===== config.mk =====
export PLATFORM = sky130hd
export DESIGN_NAME = fifo_uart_tx
export DESIGN_NICKNAME = d
export VERILOG_FILES = /design/src/rtl/fifo_uart_pkg.sv /design/src/rtl/fifo_uart_baud_gen.sv /design/src/rtl/fifo_uart_tx.sv
export SDC_FILE = /design/constraint.sdc
export NUM_CORES = 1
export LEC_CHECK = 0
export BUFFER_PORTS_ARGS = -buffer_cell sky130_fd_sc_hd__buf_2
export CAP_MARGIN = 10
export CORE_UTILIZATION = 45
export CTS_CLUSTER_DIAMETER = 200
export DETAILED_ROUTE_END_ITERATION = 8
export GPL_ROUTABILITY_DRIVEN = 0
export HOLD_SLACK_MARGIN = 0.12
export PLACE_DENSITY = 0.71
export REMOVE_ABC_BUFFERS = 1
export SLEW_MARGIN = 20
export SYNTH_ARGS = -nofsm -noshare
export SYNTH_HDL_FRONTEND = slang
export SYNTH_SLANG_ARGS = --single-unit

===== constraint.sdc =====
create_clock -name clk -period 2.1 [get_ports clk]
set_input_delay 0.42 -clock clk [delete_from_list [all_inputs] [get_ports clk]]
set_output_delay 0.42 -clock clk [all_outputs]
set_load 0.05 [all_outputs]

===== src/rtl/fifo_uart_pkg.sv =====
// Shared types and line levels for the FIFO-draining UART transmitter.
// Optional parity build: FIFO_UART_TX_PARITY_EN (see fifo_uart_tx).
package fifo_uart_pkg;

  typedef enum logic [2:0] {
    IDLE,
    REQ,
    LOAD,
    START,
    DATA,
    PARITY,
    STOP
  } tx_state_t;

  localparam logic IDLE_LEVEL  = 1'b1;
  localparam logic START_LEVEL = 1'b0;
  localparam logic STOP_LEVEL  = 1'b1;

endpackage


===== src/rtl/fifo_uart_baud_gen.sv =====
// Bit-period counter: counts while en, wraps at CLKS_PER_BIT-1 and flags that
// cycle with bit_tick. clr has priority and restarts the bit period.
module fifo_uart_baud_gen #(
  parameter int CLKS_PER_BIT = 8
) (
  input  logic clk,
  input  logic rst,
  input  logic clr,
  input  logic en,
  output logic bit_tick
);

  localparam int CW = (CLKS_PER_BIT > 1) ? $clog2(CLKS_PER_BIT) : 1;
  localparam logic [CW-1:0] LAST = CW'(CLKS_PER_BIT - 1);

  logic [CW-1:0] cnt;

  always_ff @(posedge clk or negedge rst) begin
    if (!rst) begin
      cnt <= '0;
    end else if (clr) begin
      cnt <= '0;
    end else if (en) begin
      cnt <= (cnt == LAST) ? '0 : cnt + CW'(1);
    end
  end

  assign bit_tick = en && (cnt == LAST);

endmodule


===== src/rtl/fifo_uart_tx.sv =====
// Pops words from the FIFO and sends them as start/data(LSB first)/stop frames.
// Define FIFO_UART_TX_PARITY_EN to insert an even-parity bit before the stop bit.
//
// state  | meaning
// IDLE   | line high, waiting for a non-empty FIFO
// REQ    | fifo_read high, retried while the FIFO write strobe blocks it
// LOAD   | capture fifo_data_out, clear counters
// START  | start bit
// DATA   | WIDTH data bits, LSB first
// PARITY | even parity of the captured word (parity build only)
// STOP   | stop bit, frame_done on its last cycle
module fifo_uart_tx
  import fifo_uart_pkg::*;
#(
  parameter int WIDTH        = 16,
  parameter int CLKS_PER_BIT = 8
) (
  input  logic             clk,
  input  logic             rst,
  input  logic [WIDTH-1:0] fifo_data_out,
  input  logic             fifo_empty,
  input  logic             fifo_write,
  output logic             fifo_read,
  output logic             tx,
  output logic             tx_busy,
  output logic             frame_done
);

  localparam int BW = $clog2(WIDTH + 1);
  localparam logic [BW-1:0] LAST_BIT = BW'(WIDTH - 1);

  tx_state_t        state, state_nx;
  logic [WIDTH-1:0] shift, shift_nx;
  logic [BW-1:0]    bit_cnt, bit_cnt_nx;
  logic             tx_nx;
  logic             bit_tick;
  logic             baud_en;

`ifdef FIFO_UART_TX_PARITY_EN
  logic par_bit;

  always_ff @(posedge clk or negedge rst) begin
    if (!rst) begin
      par_bit <= 1'b0;
    end else if (state == LOAD) begin
      par_bit <= ^fifo_data_out;
    end
  end
`endif

  assign baud_en = (state == START) || (state == DATA) ||
                   (state == PARITY) || (state == STOP);

  fifo_uart_baud_gen #(
    .CLKS_PER_BIT(CLKS_PER_BIT)
  ) u_baud (
    .clk     (clk),
    .rst     (rst),
    .clr     (state == LOAD),
    .en      (baud_en),
    .bit_tick(bit_tick)
  );

  always_comb begin
    state_nx   = state;
    shift_nx   = shift;
    bit_cnt_nx = bit_cnt;
    case (state)
      IDLE:  if (!fifo_empty) state_nx = REQ;
      // The FIFO drops a read that coincides with a write, so only then is it taken.
      REQ:   if (!fifo_empty && !fifo_write) state_nx = LOAD;
      LOAD: begin
        shift_nx   = fifo_data_out;
        bit_cnt_nx = '0;
        state_nx   = START;
      end
      START: if (bit_tick) state_nx = DATA;
      DATA: begin
        if (bit_tick) begin
          shift_nx = shift >> 1;
          if (bit_cnt == LAST_BIT) begin
            bit_cnt_nx = '0;
`ifdef FIFO_UART_TX_PARITY_EN
            state_nx   = PARITY;
`else
            state_nx   = STOP;
`endif
          end else begin
            bit_cnt_nx = bit_cnt + BW'(1);
          end
        end
      end
`ifdef FIFO_UART_TX_PARITY_EN
      PARITY: if (bit_tick) state_nx = STOP;
`endif
      STOP:  if (bit_tick) state_nx = IDLE;
      default: state_nx = IDLE;
    endcase

    // tx is registered from the next state so the line level lines up with the state.
    tx_nx = IDLE_LEVEL;
    case (state_nx)
      START:  tx_nx = START_LEVEL;
      DATA:   tx_nx = shift_nx[0];
`ifdef FIFO_UART_TX_PARITY_EN
      PARITY: tx_nx = par_bit;
`endif
      STOP:   tx_nx = STOP_LEVEL;
      default: tx_nx = IDLE_LEVEL;
    endcase
  end

  always_ff @(posedge clk or negedge rst) begin
    if (!rst) begin
      state   <= IDLE;
      shift   <= '0;
      bit_cnt <= '0;
      tx      <= IDLE_LEVEL;
    end else begin
      state   <= state_nx;
      shift   <= shift_nx;
      bit_cnt <= bit_cnt_nx;
      tx      <= tx_nx;
    end
  end

  assign fifo_read  = (state == REQ);
  assign tx_busy    = (state != IDLE);
  assign frame_done = (state == STOP) && bit_tick;

endmodule


Yosys cells after proc, flatten, opt, wreduce, memory -nomap -nowiden:

Index checks and enable logic that the tools add are counted.

* input bits: 20
* bits in registers: 28
* output and inout bits: 4

* equal/unequal tests: 11
* $add $sub $neg: 2
* muxes and demuxes: 16
* reduce and logical (&&, ||, !) cells: 13

Operators by type and width (count)
* $pmux W16 S2: 1
* $mux W3: 9
* $pmux W3 S6: 1
* $mux W16: 1
* $eq A3 B3 Y1 const B: 5
* $mux W5: 2
* $pmux W5 S2: 1
* $eq A3 B2 Y1 const B: 3
* $add A5 B1 Y5 const B: 1
* $eq A5 B4 Y1 const B: 1
* $reduce_bool A2 Y1: 2
* $add A3 B1 Y3 const B: 1
* $eq A3 B1 Y1 const B: 1
* $logic_and A1 B1 Y1: 3
* $logic_not A3 Y1: 1
* $logic_or A1 B1 Y1: 3
* $reduce_bool A3 Y1: 1
* $logic_not A1 Y1: 2
* $ne A2 B2 Y1 const B: 1
* $pmux W1 S2: 1
* $reduce_and A2 Y1: 1

Logic depth before layout (Yosys ltp):

* word-level depth: 9
* gate-level depth with buffers: 8

Hierarchy:

From an unflattened synthesis, not the netlist that was laid out.

* cell total of the unflattened synthesis: 143
* area total of the unflattened synthesis: 1410.1 um^2

By module, submodules not included
* fifo_uart_tx: instances 1, sequential area each 626.9 um^2, cells each 129, area an instance 1247.4 um^2
* fifo_uart_baud_gen: instances 1, sequential area each 75.1 um^2, cells each 14, area an instance 162.7 um^2

Worst setup path after synthesis:

No wires, ideal clock.

* kind: reg2out
* start point: register u_baud.cnt[0]
* end point: output frame_done
* path slack: -0.971 ns
* arrival: 2.651 ns
* cell stages (with the launch flop): 6
* data required time: 1.680 ns
* buffers on the path: 1
* cell sequence: dfrtp_1 -> ha_1 -> ha_1 -> clkbuf_1 -> inv_1 -> nor4b_1

* cells in the longest elaborated chain, start to end: 3

RTL lines
* start, declared: RTL line fifo_uart_baud_gen.sv:16 `logic [CW-1:0] cnt;`
* start signal, assigned: RTL line fifo_uart_baud_gen.sv:24 `cnt <= (cnt == LAST) ? '0 : cnt + CW'(1);`
* $eq A3 B3 Y1: RTL line fifo_uart_baud_gen.sv:28 `assign bit_tick = en && (cnt == LAST);`
* $logic_and A1 B1 Y1: RTL line fifo_uart_baud_gen.sv:28
* $logic_and A1 B1 Y1: RTL line fifo_uart_tx.sv:129 `assign frame_done = (state == STOP) && bit_tick;`
* end, declared: RTL line fifo_uart_tx.sv:26 `output logic frame_done`

Every way passes these cells.

Worst setup path in the final report:

* start point: register u_baud.cnt[1]
* end point: output frame_done

Same word-level chain as after synthesis.

==> flow_summary.ini <==
[min_path]
min_path_cells = 3
hp-class = primary input to register
min_from = fifo_data_out[1]

[routing]
dr.pass1.iters = 4
drt_iter0_markers = 93
wl_per_cell_um = 13.2
antenna_left = 0
avgViaCountPerCell = 5.46
drc = 0
wirelength_mm = 2.99
vias = 1233

[worst_setup_path]
r2r_start = state[2]$_DFF_PN0_
cp_slowest_cell = dfrtp_1
cp_data_arrival_time_ps = 1620
critPathKind = register to output pin
critPathBufInv = 2
path_delay_family = flip-flops
r2r_cells = 5
worstPathCellList = ha_2 -> ha_4 -> inv_4 -> nor4b_4 -> buf_6
ff2ff_setup_slack_ps = 140
cp_max_fo = 4
cp-start-kind = register
crit_start = u_baud.cnt[1]$_DFFE_PN0P_
critPathMaxStageDelay_ps = 400
crit_cells = 5
critPathRequiredTime_ps = 1680
crit_path_end_kind = output pin

[cells_and_area]
nNetsFinal = 206
drive_above_1_share_pct = 28.0
n_antenna_cell = 0
area_growth_pct = 21.5

[place]
preCtsSetupSlack_ps = 46.8
port_buffers = 23
place_hpwl_mm = 2.08

[yosys]
synth_area_per_cell_um2 = 9.40
yosysSeqAreaShare_pct = 49.1
synth_enable_flop_cells = 0
synth_cell_types = 37
synth_cells = 152
synth-seq-cells = 28
synth_ff_type = dfrtp_1
synth-async-reset-ratio_pct = 100
netlist_area_mm2 = 0.00143
yosysWarnings = 0

[floorplan]
initial_core_util_pct = 47.2
rows = 20
die_h_um = 58.4
io_pins = 24
dieWidth_um = 58.4
coreArea_mm2 = 0.00303
die_area_mm2 = 0.00340

[sta]
timing.hold.ws_ps = 303
fin_crit_sh_pct = 97.0
setup_tns_ps = 0
worst_slack_ps = 63.0
hold_viol_final = 0
clock_skew_ps = 10.5
slew_viol_final = 0
tightestPinTransition_ps = 698
max_freq_mhz = 491
min_period_ps = 2040
setup_viol = 0
slew_headroom_pct = 53.4

[global_route]
globalRouteTotalUtil_pct = 18.3
grt_pass1_vias = 1150
grt_pass1_wl_mm = 4.85
antenna_found_initial = 0
overflow = 0
grt_max_degree = 29

[clocking]
clkSinkCount = 28
cts_tree = yes
worstSkewPairLatency_ps = 320
htreeDepth = 1
clk_pin_slew_ps = 150
cts_buffers = 3
cts_buffer_depth = 2
cts_root_buffer = clkbuf_4

[flow_run]
drv_cap = 0

[power_and_ir_drop]
leakage_nw = 0.848
p_per_area_mw_per_mm2 = 1280
ir_worst_vdd_mv = 0.728

[run_status]
status = finished clean
[path summary, 6_finish.rpt]
kind,end
max in group asynchronous,state[2]$_DFF_PN0_
min in group asynchronous,state[1]$_DFF_PN0_
worst min register to register,shift[12]$_DFFE_PN0P_
worst max-delay path,frame_done
worst max register to register,tx$_DFF_PN1_
worst min-delay path,shift[1]$_DFFE_PN0P_
[repair_timing]
item,4_1_cts,5_1_grt
gates resized for setup,4,7
hold buffers,1,0
hold endpoints to repair,27,0
pin swaps,0,2
setup buffers,2,2
endpoints found under the setup margin,1,2
[kinds of logic (layout without fill, tap and decap cells)]
family | Yosys count | in the layout | share of synthesized area [%]
DFF | 28 | 28 | 49.1
AOI/OAI and AO/OA | 40 | 40 | 19.7
buffers and inverters | 13 | 43 | 4.55
muxes | 4 | 4 | 2.80
adders and majority gates | 3 | 3 | 2.63
and+or+nand+nor | 64 | 64 | 21.2
[routing by layer]
metal	wire length, um	vias to the layer above	global-route usage, %
met1	1350	598	24.1
met4	15	0	4.08
met3	133	2	3.08
met2	1490	28	31.9
met5	0	-	0
li1	-	605	-
[worst reg2reg max path, delay by kind of cell (launching register included)]
kind / cells / cell delay (ps)
AOI/OAI and AO/OA: 2 / 430
DFF: 1 / 500
and+or+nand+nor: 3 / 990
[where the power goes]
group          leakage, nW  total [mW]  internal (mW)  switching [mW]
Clock               0.0210       0.257          0.106           0.152
Combinational        0.482        1.06          0.461           0.596
Sequential           0.345       0.910          0.760           0.150
[sequential cells by signal, summed over array words and instances, names as in the netlist]
signal      cells
u_baud.cnt      3
state           3
tx              1
bit_cnt         5
shift          16
[final cells by class]
cell class	instances	area (um^2)
Tap cell	44	55.1
Sequential cell	28	703
Multi-Input combinational cell	111	707
Fill cell	279	1290
Clock buffer	4	36.3
Inverter	3	13.8
Timing Repair Buffer	36	221
[cell usage in the layout (no fill, tap or decap), types with 2 or more instances in the layout]
master	netlist	final
a21o_1	2	2
a21oi_1	5	5
a22oi_1	15	15
buf_2	1	22
buf_4	0	12
clkbuf_4	0	3
dfrtp_1	27	26
inv_1	3	2
mux2i_1	4	4
nand2_1	41	41
nand3_1	2	2
nor2_1	8	8
nor3_1	2	2
o21ai_0	6	6
o22ai_1	2	2
[synth_stat cells (2+ instances only)]
library cell  number  area (um^2)
o22ai_1            2         12.5
a22oi_1           15          113
dfrtp_1           27          676
nand2_1           41          154
a21o_1             2         15.0
buf_6              2         22.5
a21oi_1            5         25.0
clkbuf_1           7         26.3
nor4b_1            2         17.5
nor2_1             8         30.0
mux2i_1            4         40.0
o21ai_0            6         30.0
nand3_1            2         10.0
inv_1              3         11.3
ha_1               3         37.5
nor3_1             2         10.0
[through the flow]
step / std cells / area [um^2] / utilization, % / power, mW
2_1_floorplan: 142 / 1380 / - / 1.57
3_3_place_gp: 217 / 1610 / 53.2 / 1.81
3_5_place_dp: 217 / 1610 / 53.2 / 1.88
4_1_cts: 224 / 1690 / 56.0 / 2.19
5_1_grt: 226 / 1740 / 57.4 / 2.40
6_report: 226 / 1740 / 57.4 / 2.22
No activity file was read; power rests on OpenSTA's default activity.
